==> src/rtl/snapshot_capture_ctrl.sv <==
// Snapshot capture controller: arms on a software start edge, optionally waits
// for a channelizer frame boundary, then streams 2^ADDR_W valid samples into a
// buffer through registered write outputs and reports progress in a status word.
module snapshot_capture_ctrl #(
  parameter int DATA_W = 32,
  parameter int ADDR_W = 10
) (
  input  logic              user_clk,
  input  logic              user_rst,
  input  logic [31:0]       ctrl_word,
  input  logic              sync_in,
  input  logic              din_valid,
  input  logic [DATA_W-1:0] din,
  output logic              bram_we,
  output logic [ADDR_W-1:0] bram_addr,
  output logic [DATA_W-1:0] bram_din,
  output logic [31:0]       status_word
);

  typedef enum logic [1:0] {
    IDLE    = 2'd0,
    ARMED   = 2'd1,
    CAPTURE = 2'd2,
    DONE    = 2'd3
  } state_t;

  // Index of the final word of a capture; the counter is one bit wider so it
  // can hold the full depth once the capture completes.
  localparam logic [ADDR_W:0] LAST_IDX  = {1'b0, {ADDR_W{1'b1}}};
  localparam logic [ADDR_W:0] COUNT_ONE = {{ADDR_W{1'b0}}, 1'b1};

  state_t              state_q, state_d;
  logic                start_q;
  logic [ADDR_W:0]     count_q, count_d;
  logic                done_q, done_d;
  logic                bram_we_q, bram_we_d;
  logic [ADDR_W-1:0]   bram_addr_q, bram_addr_d;
  logic [DATA_W-1:0]   bram_din_q, bram_din_d;

  logic start_bit;
  logic sync_mode;
  logic abort;
  logic start_edge;
  logic sync_hit;
  logic accept;
  logic last_word;
  logic unused_ctrl_bits;

  assign start_bit        = ctrl_word[0];
  assign sync_mode        = ctrl_word[1];
  assign abort            = ctrl_word[2];
  assign unused_ctrl_bits = ^ctrl_word[31:3];

  // A start edge compares the live start bit against last cycle's copy.
  assign start_edge = start_bit & ~start_q;

  // The sync cycle itself already belongs to the capture, so a valid sample
  // arriving with sync_in while armed is taken as word 0.
  assign sync_hit  = (state_q == ARMED) & sync_mode & sync_in;
  assign accept    = din_valid & ~abort & ((state_q == CAPTURE) | sync_hit);
  assign last_word = accept & (count_q == LAST_IDX);

  // State, counter, flag and write-port registers; reset re-samples the start
  // bit so a start held high across reset does not look like a new edge.
  always_ff @(posedge user_clk) begin
    if (user_rst) begin
      state_q     <= IDLE;
      start_q     <= start_bit;
      count_q     <= '0;
      done_q      <= 1'b0;
      bram_we_q   <= 1'b0;
      bram_addr_q <= '0;
      bram_din_q  <= '0;
    end else begin
      state_q     <= state_d;
      start_q     <= start_bit;
      count_q     <= count_d;
      done_q      <= done_d;
      bram_we_q   <= bram_we_d;
      bram_addr_q <= bram_addr_d;
      bram_din_q  <= bram_din_d;
    end
  end

  // Next-state selection; abort overrides every other event.
  always_comb begin
    state_d = state_q;
    if (abort) begin
      state_d = IDLE;
    end else begin
      unique case (state_q)
        IDLE: begin
          if (start_edge) state_d = ARMED;
        end
        ARMED: begin
          if (!sync_mode) begin
            state_d = CAPTURE;
          end else if (sync_in) begin
            state_d = last_word ? DONE : CAPTURE;
          end
        end
        CAPTURE: begin
          if (last_word) state_d = DONE;
        end
        DONE: begin
          if (start_edge) state_d = ARMED;
        end
        default: state_d = IDLE;
      endcase
    end
  end

  // Word counter, done flag and next write-port values.
  always_comb begin
    count_d     = count_q;
    done_d      = done_q;
    bram_we_d   = 1'b0;
    bram_addr_d = bram_addr_q;
    bram_din_d  = bram_din_q;
    if (abort) begin
      count_d = '0;
      done_d  = 1'b0;
    end else if (((state_q == IDLE) || (state_q == DONE)) && start_edge) begin
      count_d = '0;
      done_d  = 1'b0;
    end else if (accept) begin
      bram_we_d   = 1'b1;
      bram_addr_d = count_q[ADDR_W-1:0];
      bram_din_d  = din;
      count_d     = count_q + COUNT_ONE;
      if (last_word) done_d = 1'b1;
    end
  end

  // Status word assembled from the live registers: count, done flag, state.
  always_comb begin
    status_word                   = '0;
    status_word[16 +: ADDR_W + 1] = count_q;
    status_word[2]                = done_q;
    status_word[1:0]              = state_q;
  end

  assign bram_we   = bram_we_q;
  assign bram_addr = bram_addr_q;
  assign bram_din  = bram_din_q;

endmodule

==> config.mk <==
export PLATFORM = sky130hd
export DESIGN_NAME = snapshot_capture_ctrl
export DESIGN_NICKNAME = d
export VERILOG_FILES = /design/src/rtl/snapshot_capture_ctrl.sv
export SDC_FILE = /design/constraint.sdc
export NUM_CORES = 1
export LEC_CHECK = 0
export BUFFER_PORTS_ARGS = -buffer_cell sky130_fd_sc_hd__buf_2
export CELL_PAD_IN_SITES_DETAIL_PLACEMENT = 0
export CELL_PAD_IN_SITES_GLOBAL_PLACEMENT = 1
export CORE_AREA = 2 2 93 95
export CTS_CLUSTER_SIZE = 10
export DETAILED_ROUTE_END_ITERATION = 16
export DIE_AREA = 0 0 95 97
export PLACE_DENSITY_LB_ADDON = 0.25
export SLEW_MARGIN = 40
export SYNTH_ARGS = -nofsm -noshare
export SYNTH_HDL_FRONTEND = slang
export SYNTH_SLANG_ARGS = --single-unit
==> constraint.sdc <==
create_clock -name user_clk -period 1.85 [get_ports user_clk]
set_input_delay 0.185 -clock user_clk [delete_from_list [all_inputs] [get_ports user_clk]]
set_output_delay 0.185 -clock user_clk [all_outputs]
set_load 0.01 [all_outputs]
==> results.json <==
{
  "arrival_ns": 1.95,
  "path_buf_inv": 1,
  "syn_to_final_growth_pct": 30.20,
  "clkSinkCount": 58,
  "antenna_found_initial": 0,
  "drtPass1Iterations": 4,
  "ant_nets": 0,
  "status": "completed",
  "synth_most_common_cell": "nand2_1",
  "dpl-instance-area_um2": 2942,
  "clock_skew_ns": 0.005790,
  "drc": 0,
  "drtIter0Drc": 51,
  "clock_insertion_delay_worst_skew_ns": 0.33,
  "tightest_slew_ns": 0.5007,
  "path_max_fanout": 4,
  "finalNonFillerCells": 499,
  "avgSynthCellArea_um2": 8.244,
  "grt_pass1_wl_mm": 9.390,
  "placed_cells": 482,
  "synth_top_cell_area_share": 0.4823,
  "cpPeakStageDelay_ns": 0.39,
  "hold_path_class": "input pin to flip-flop",
  "die_width_um": 95,
  "power_mw": 2.507,
  "cts.path.max_buffers": 2,
  "synth_top_cell_by_area": "dfxtp_1",
  "period_minus_slack_ns": 1.707,
  "die_height_um": 97,
  "worst_path_dominant_cell_family": "compound AO/OA/AOI/OAI gates",
  "yosys-top-cells-area": "dfxtp_1, nand2_1, a21oi_1",
  "wl_per_cell_um": 12.19,
  "netlist_instances": 292,
  "fin_area_um2": 3134,
  "maxCapViolations": 0,
  "fmax_ghz": 0.5858,
  "finalWeightedCongestion": 0.7058,
  "final_nets": 460,
  "dp_hpwl_mm": 4.326,
  "rsz0062_at_grt": "false",
  "power.density_nw_per_um2": 799.9,
  "path_clk_slew_ns": 0.06,
  "layout-drive-gt1-share": 0.3147,
  "end_kind": "flip-flop",
  "netlist_top_cells_count": "nand2_1, dfxtp_1, a21oi_1",
  "synthArstFlopShare": 0,
  "period_share": 0.9227,
  "drt-total-wl_mm": 6.081,
  "maxSlewHeadroom": 0.6662,
  "globalRoute.totalOverflow": 0,
  "cts_root_buf": "clkbuf_8",
  "cts_setup_buffers": 0,
  "cts_made_buffers": 9,
  "multi_input_area_um2": 1062,
  "avgViaCountPerCell": 4.383,
  "num-fill-cells": 878,
  "core-area_um2": 8134,
  "ir_worst_vdd_uv": 290.6,
  "tritoncts": "built",
  "htreeDepth": 3,
  "grt_max_degree": 43,
  "yosys_warnings": 0,
  "initial_core_util": 0.2960,
  "final_core_util": 0.3853,
  "ys_seq_elements": 58,
  "drv_slew": 0,
  "power.leakage_nw": 1.372,
  "syn_area_um2": 2407,
  "critical_path_class": "flip-flop to flip-flop",
  "hold_violations": 0,
  "synth-edff-count": 0,
  "portBuffers": 95,
  "worstPathRequired_ns": 2.09,
  "grt_pass1_vias": 1899,
  "num_vias": 2187,
  "worstPathCellList": "inv_1 > ha_1 > and3b_1 > a2111oi_4 > a211oi_1 > a211oi_1",
  "cp_common_cell": "a211oi_1",
  "synth_cell_types": 34,
  "worst_setup_path_start_kind": "flip-flop",
  "yosysSeqAreaShare": 0.4823,
  "report.final.setup_viol": 0,
  "synth-main-ff-cell": "dfxtp_1",
  "io_pins": 143,
  "crit_slowest_cell": "a2111oi_4",
  "setup_tns_ns": 0,
  "grt_usage": 0.1319,
  "rows": 33,
  "seqCellArea_um2": 1161,
  "n_antenna_cell": 0,
  "die_area_um2": 9215
}
-- final cells by class --
cell class / instances / share of cell area
well taps: 105 / 0.04192
inverters: 3 / 0.003593
clock buffers: 14 / 0.05509
clock inverters: 2 / 0.003194
multi-input cells: 211 / 0.3389
repair buffers: 106 / 0.1868
flip-flops and latches: 58 / 0.3705
-- worst paths after layout --
path | start | end | slack [ns] | depth (start not counted)
worst max register to register | state_q[1] | state_q[0] | 0.14 | 6
worst min-delay path | din[29] | bram_din[29] | 0.09 | 3
worst min register to register | bram_din[14] | bram_din[14] | 0.45 | 2
worst max-delay path | state_q[1] | state_q[0] | 0.14 | 6
-- cells in the final DEF (no fill, tap or decap), types with 2 or more instances in the layout --
cell / Yosys / final
and3_1: 2 / 2
inv_1: 3 / 3
buf_12: 0 / 2
buf_2: 10 / 95
ha_1: 3 / 3
xor2_1: 6 / 6
and2_1: 3 / 3
a211oi_1: 5 / 5
clkinv_2: 0 / 2
nand4_1: 5 / 5
o21ai_0: 2 / 2
nor2_1: 12 / 12
buf_4: 20 / 8
clkbuf_1: 5 / 2
xnor2_1: 2 / 2
dfxtp_1: 58 / 58
nand3_1: 6 / 5
clkbuf_8: 0 / 12
a21oi_1: 45 / 45
nand2_1: 85 / 85
or3_1: 2 / 2
nand2b_1: 2 / 2
conb_1: 1 / 18
-- sequential cells by signal (all words and copies together), names as in the netlist --
name / cells
bram_addr: 10
bram_we: 1
bram_din: 32
done_q: 1
start_q: 1
state_q: 2
count_q: 11
-- power breakdown --
group	leakage (nW)	switching (mW)	total, mW	internal (mW)
registers	0.468	0.00814	1.27	1.26
clock network	0.0965	0.457	1.05	0.592
logic	0.807	0.111	0.187	0.0762
-- through the flow --
stage	setup slack, ns	hold slack [ns]
after global placement	0.1850	0.3311
after CTS	0.1193	0.06397
final	0.1430	0.08839
after floorplan	0.2150	0.2127
after detailed placement	0.1406	0.3336
after global routing	0.03317	0.07333
-- repair_timing --
item	4_1_cts	5_1_grt
endpoints found under the hold margin	1	0
gates resized for setup	0	1
hold buffers	1	0
endpoints found under the setup margin	0	5
-- cells by family after synthesis --
family / after synthesis / share of synthesized area
muxes: 1 / 0.004158
AOI/OAI and AO/OA: 56 / 0.1341
other: 1 / 0.001558
adders and majority gates: 3 / 0.01559
and+or+nand+nor: 125 / 0.2282
xor gates and xnor gates: 8 / 0.02911
buffers and inverters: 40 / 0.1050
DFF: 58 / 0.4823
-- worst register-to-register path, stage by stage (launching register included) --
cell       delay, ns
dfxtp_1         0.38
inv_1           0.06
ha_1            0.21
and3b_1         0.23
a2111oi_4       0.39
a211oi_1        0.14
a211oi_1        0.21
-- layer usage --
layer	vias up	share of wire	global-route usage
li1	1119	-	-
met1	973	0.44	0.1651
met2	85	0.46	0.2029
met3	10	0.084	0.03271
met4	0	0.021	0.07692
met5	-	0	0
No activity file was read; power rests on OpenSTA's default activity.
